### src/rtl/pipe_ctrl_pkg.sv
// Shared types for the pipeline sequencer: stall bus, canned stall patterns
// and the redirect FSM encoding.
package pipe_ctrl_pkg;

    typedef logic [5:0] stall_bus_t;

    // Bit i holds stage i: [0]=PC [1]=IF/ID [2]=ID/EX [3]=EX/MEM [4]=MEM/WB [5]=WB
    localparam stall_bus_t STALL_NONE = 6'b000000;
    localparam stall_bus_t STALL_IF   = 6'b000011;
    localparam stall_bus_t STALL_ID   = 6'b000111;
    localparam stall_bus_t STALL_MEM  = 6'b011111;
    localparam stall_bus_t STALL_ALL  = 6'b111111;

    typedef enum logic [1:0] {
        CTRL_RUN,
        CTRL_PEND,
        CTRL_FLUSH
    } ctrl_state_e;

endpackage

### src/rtl/pipe_ctrl_sat_counter.sv
// Event counter that sticks at all-ones instead of wrapping.
module sat_counter #(
    parameter int W = 32
) (
    input  logic         clk,
    input  logic         rst_n,
    input  logic         inc,
    output logic [W-1:0] cnt
);

    // NOTE: sequential state uses non-blocking assignments so every flop
    // samples pre-edge values, independent of process ordering.
    always_ff @(posedge clk or negedge rst_n) begin
        if (!rst_n)
            cnt <= '0;
        else if (inc && (cnt != '1))
            cnt <= cnt + W'(1);
    end

endmodule

### src/rtl/pipe_ctrl.sv
// Pipeline sequencer: merges stall sources, turns EX mispredicts into flushes
// plus a PC redirect (held across MEM stalls), and counts stalls/redirects.
module pipe_ctrl
    import pipe_ctrl_pkg::*;
#(
    parameter int CNT_W        = 32,
    parameter int FLUSH_CYCLES = 2
) (
    input  logic             clk,
    input  logic             rst_n,
    input  logic             rdy,
    input  logic             if_stall_req,
    input  logic             mem_stall_req,
    input  logic             id_re1,
    input  logic             id_re2,
    input  logic [4:0]       id_raddr1,
    input  logic [4:0]       id_raddr2,
    input  logic             ex_load,
    input  logic [4:0]       ex_waddr,
    input  logic             ex_mispredict,
    input  logic [31:0]      ex_redirect_pc,
    output logic [5:0]       stall,
    output logic             flush_ifid,
    output logic             flush_idex,
    output logic             redirect_valid,
    output logic [31:0]      redirect_pc,
    output logic [CNT_W-1:0] stall_cnt,
    output logic [CNT_W-1:0] flush_cnt
);

    localparam int FC_W = $clog2(FLUSH_CYCLES) + 1;

    ctrl_state_e     state_q, state_d;
    logic [FC_W-1:0] fcnt_q, fcnt_d;
    logic [31:0]     pend_pc_q, pend_pc_d;
    logic [31:0]     last_pc_q;
    logic            load_use, mis, accept;
    logic [31:0]     tgt;
    stall_bus_t      stall_b;

    assign load_use = ex_load && (ex_waddr != 5'd0) &&
                      ((id_re1 && (id_raddr1 == ex_waddr)) ||
                       (id_re2 && (id_raddr2 == ex_waddr)));

    // In FLUSH the EX stage holds only bubbles, so its mispredict is ignored.
    assign mis    = ((state_q == CTRL_RUN) && ex_mispredict) || (state_q == CTRL_PEND);
    assign tgt    = (state_q == CTRL_PEND) ? pend_pc_q : ex_redirect_pc;
    assign accept = rst_n && rdy && !mem_stall_req && mis;

    always_ff @(posedge clk or negedge rst_n) begin
        if (!rst_n) begin
            state_q   <= CTRL_RUN;
            fcnt_q    <= '0;
            pend_pc_q <= '0;
            last_pc_q <= '0;
        end else begin
            state_q   <= state_d;
            fcnt_q    <= fcnt_d;
            pend_pc_q <= pend_pc_d;
            if (accept)
                last_pc_q <= tgt;
        end
    end

    // NOTE: every variable gets a default first so no path leaves it unassigned
    // and no latch is inferred.
    always_comb begin
        state_d   = state_q;
        fcnt_d    = fcnt_q;
        pend_pc_d = pend_pc_q;
        if (accept) begin
            state_d = (FLUSH_CYCLES == 1) ? CTRL_RUN : CTRL_FLUSH;
            fcnt_d  = FC_W'(FLUSH_CYCLES - 1);
        end else if (rdy && mem_stall_req) begin
            if ((state_q == CTRL_RUN) && ex_mispredict) begin
                state_d   = CTRL_PEND;
                pend_pc_d = ex_redirect_pc;
            end
        end else if (rdy && (state_q == CTRL_FLUSH)) begin
            fcnt_d = fcnt_q - FC_W'(1);
            if (fcnt_q == FC_W'(1))
                state_d = CTRL_RUN;
        end
    end

    // Outputs are combinational, so they are forced quiet while reset is held.
    always_comb begin
        stall_b        = STALL_NONE;
        flush_ifid     = 1'b0;
        flush_idex     = 1'b0;
        redirect_valid = 1'b0;
        if (!rst_n) begin
            stall_b = STALL_NONE;
        end else if (!rdy) begin
            stall_b = STALL_ALL;
        end else if (mem_stall_req) begin
            stall_b = STALL_MEM;
        end else if (mis) begin
            flush_ifid     = 1'b1;
            flush_idex     = 1'b1;
            redirect_valid = 1'b1;
        end else begin
            if (load_use)
                stall_b = STALL_ID;
            else if (if_stall_req)
                stall_b = STALL_IF;
            flush_ifid = (state_q == CTRL_FLUSH);
        end
    end

    assign stall       = stall_b;
    assign redirect_pc = redirect_valid ? tgt : last_pc_q;

    sat_counter #(.W(CNT_W)) u_stall_cnt (
        .clk   (clk),
        .rst_n (rst_n),
        .inc   (rdy && stall_b[0]),
        .cnt   (stall_cnt)
    );

    sat_counter #(.W(CNT_W)) u_flush_cnt (
        .clk   (clk),
        .rst_n (rst_n),
        .inc   (redirect_valid),
        .cnt   (flush_cnt)
    );

endmodule

### config.mk
export PLATFORM = sky130hd
export DESIGN_NAME = pipe_ctrl
export DESIGN_NICKNAME = d
export VERILOG_FILES = /design/src/rtl/pipe_ctrl_pkg.sv /design/src/rtl/pipe_ctrl_sat_counter.sv /design/src/rtl/pipe_ctrl.sv
export SDC_FILE = /design/constraint.sdc
export NUM_CORES = 1
export LEC_CHECK = 0
export ABC_AREA = 1
export CORE_UTILIZATION = 50
export CTS_CLUSTER_DIAMETER = 80
export DETAILED_ROUTE_END_ITERATION = 12
export PLACE_DENSITY_LB_ADDON = 0.3
export SLEW_MARGIN = 20
export SYNTH_ARGS = -nofsm -noshare
export SYNTH_HDL_FRONTEND = slang
export SYNTH_SLANG_ARGS = --single-unit
export TNS_END_PERCENT = 10
### constraint.sdc
create_clock -name clk -period 3.6 [get_ports clk]
set_clock_uncertainty 0.2 [all_clocks]
set_input_delay 0.54 -clock clk [delete_from_list [all_inputs] [get_ports clk]]
set_output_delay 0.54 -clock clk [all_outputs]
set_load 0.02 [all_outputs]
==> reports/metrics.yaml <==
endpoint_kind: "output port"
mappedNetlistNets: 1062
holdWs_ns: 0.1040
drive_above_1_share_pct: 5.082
tns_ns: 0
cts_buffers: 17
grt_pass1_vias: 6361
slew_violations: 0
wirelength_um: 18410
yosysUniqueCellTypes: 33
yosys_warnings: 0
final_common_cell: "nand2_1"
worstPathRequired_ns: 2.86
nets: 1210
post_cts_buffers: 0
syn-mean-instance-area_um2: 7.325
post_cts_resized: 0
cts-root-buf: "clkbuf_16"
cp.arrival_ns: 2.72
ys_seq_area_share_pct: 44.96
grt_pass1_wl_um: 30550
hp-class: "primary input to async pin"
port_buffers: 160
grt_antenna_before_repair: 0
gp_congestion: 0.8942
die-area_um2: 15180
critPathKind: "primary input to output port"
synth-seq-cells: 132
powerDensity_nw_per_um2: 604.8
grtUsageTotal_pct: 25.56
path_clk_slew_ns: 0.06
vias: 6889
rows: 43
clk_latency_ns: 0.41
start_kind: "primary input"
r2r_start: "u_stall_cnt.cnt[0]"
status: "completed"
cp.buffers_inverters: 4
die_w_um: 123.2
drc: 0
post-route-period-util_pct: 96.05
drv_cap: 0
coreArea_um2: 14100
htreeDepth: 4
final_antenna_net_count: 0
yosysTopAreaCellShare_pct: 44.96
post-route-min-period_ns: 3.458
die_height_um: 123.2
routed_via_density: 5.137
dpl.hpwl_um: 13090
grt_max_degree: 69
antennaDiodeCount: 0
cts_buffer_depth: 2
reg2reg_to: "u_stall_cnt.cnt[3]"
cts_tree: "done"
crit_top_cell: "clkdlybuf4s50_1"
power_mw: 5.813
wire_per_inst_um: 13.73
drtIter0Drc: 425
hold_violations: 0
dr.pass1.iters: 6
rsz0062_at_grt: "false"
area_delta_synth_final_pct: 30.82
max_freq_mhz: 289.2
fin_area_um2: 9612
synth_area_leaders: "dfrtp_1 45%, nand2_1 18%, o21ai_0 9.5%"
relSlewSlack_pct: 43.04
ios: 161
worst-path-max-fanout: 57
worst_pin_slew_ns: 0.8544
rrSetupSlack_ns: 0.95
start_util_pct: 52.12
reg2regPathDepth: 10
gr-total-overflow: 0
dpl-instance-area_um2: 9064
syn_inst: 1003
cts_sinks: 132
cpPeakStageDelay_ns: 0.64
final_cell_mix: "353 x nand2_1, 159 x clkdlybuf4s50_1, 139 x o21ai_0"
ir_drop_uv: 517.2
p_leak_nw: 4.548
synth_area_um2: 7347
cp_cell_sequence: "clkdlybuf4s50_1 > inv_1 > nand3_1 > or2_2 > buf_12 > o21ai_0 > clkdlybuf4s50_1"
critPathTopFamily: "buffers and inverters"
finalSetupViolations: 0
cp_slowest_cell: "clkdlybuf4s50_1"
postCtsHoldBufs: 0
synth_top_cell_by_area: "dfrtp_1"
==> stage by stage <==
step	worst slack (ns)	util [%]	instances
floorplan	1.006	-	1003
global placement	0.2451	64.30	1312
detailed placement	0.1782	64.30	1312
CTS	0.1346	68.19	1341
global route	0.06600	68.19	1341
finish	0.1420	68.19	1341
==> worst max-delay path by stage <==
stage	from	endpoint	slack, ns	cells after the start
final	mem_stall_req	redirect_pc[9]	0.14	7
after global routing	mem_stall_req	redirect_pc[0]	0.07	7
after CTS	mem_stall_req	redirect_pc[9]	0.13	7
after detailed placement	mem_stall_req	redirect_pc[9]	0.18	7
after global placement	mem_stall_req	redirect_pc[20]	0.25	7
after floorplan	rdy	stall[1]	1.01	6
==> cell type report <==
| class | count | area, um2 |
|---|---|---|
| tap | 180 | 225.2 |
| inverter | 95 | 356.6 |
| multi-input combinational | 732 | 3466 |
| timing repair buffer | 173 | 1713 |
| fill | 1203 | 4484 |
| clock buffer | 23 | 467.9 |
| sequential | 132 | 3303 |
| clock inverter | 6 | 80.08 |
==> flip-flops by register name (all words and copies together), names as in the netlist <==
name / count
last_pc_q: 32
pend_pc_q: 32
u_flush_cnt.cnt: 32
u_stall_cnt.cnt: 32
fcnt_q: 2
state_q: 2
==> cell usage after synthesis (all sizes together) <==
cell    instances
a21o            1
xnor2          18
clkbuf         20
and2            1
dfrtp         132
a211oi          1
buf            24
ha              3
o21ai         140
nand3          21
nor2           94
nor3           13
nor4            2
o31ai           1
nand2         355
nand3b          4
xor2           33
o211ai          1
or2             1
inv            95
a21oi           1
nand4          42
==> routing by layer <==
layer	vias up	wire [um]	GRT usage, %
met3	47	1153	6.227
met5	-	0	0
met1	3141	8598	34.59
li1	3489	-	-
met4	0	399	9.940
met2	212	8262	39.46
==> power breakdown <==
part | internal (mW) | switching [mW]
combinational | 0.842 | 1.16
clock | 1.04 | 0.592
sequential | 1.92 | 0.260
total | 3.80 | 2.01
==> cells by family (layout without fill, tap and decap cells) <==
| family | after synthesis | in the layout | share of synthesized area (%) |
|---|---|---|---|
| AO/OA/AOI/OAI | 145 | 145 | 10.01 |
| XOR/XNOR | 51 | 51 | 6.080 |
| adder cells (fa/ha/maj) | 3 | 3 | 0.5110 |
| buffers and inverters | 139 | 297 | 7.868 |
| flip-flops | 132 | 132 | 44.96 |
| AND/OR/NAND/NOR | 533 | 533 | 30.57 |
No activity file was read; power rests on OpenSTA's default activity.
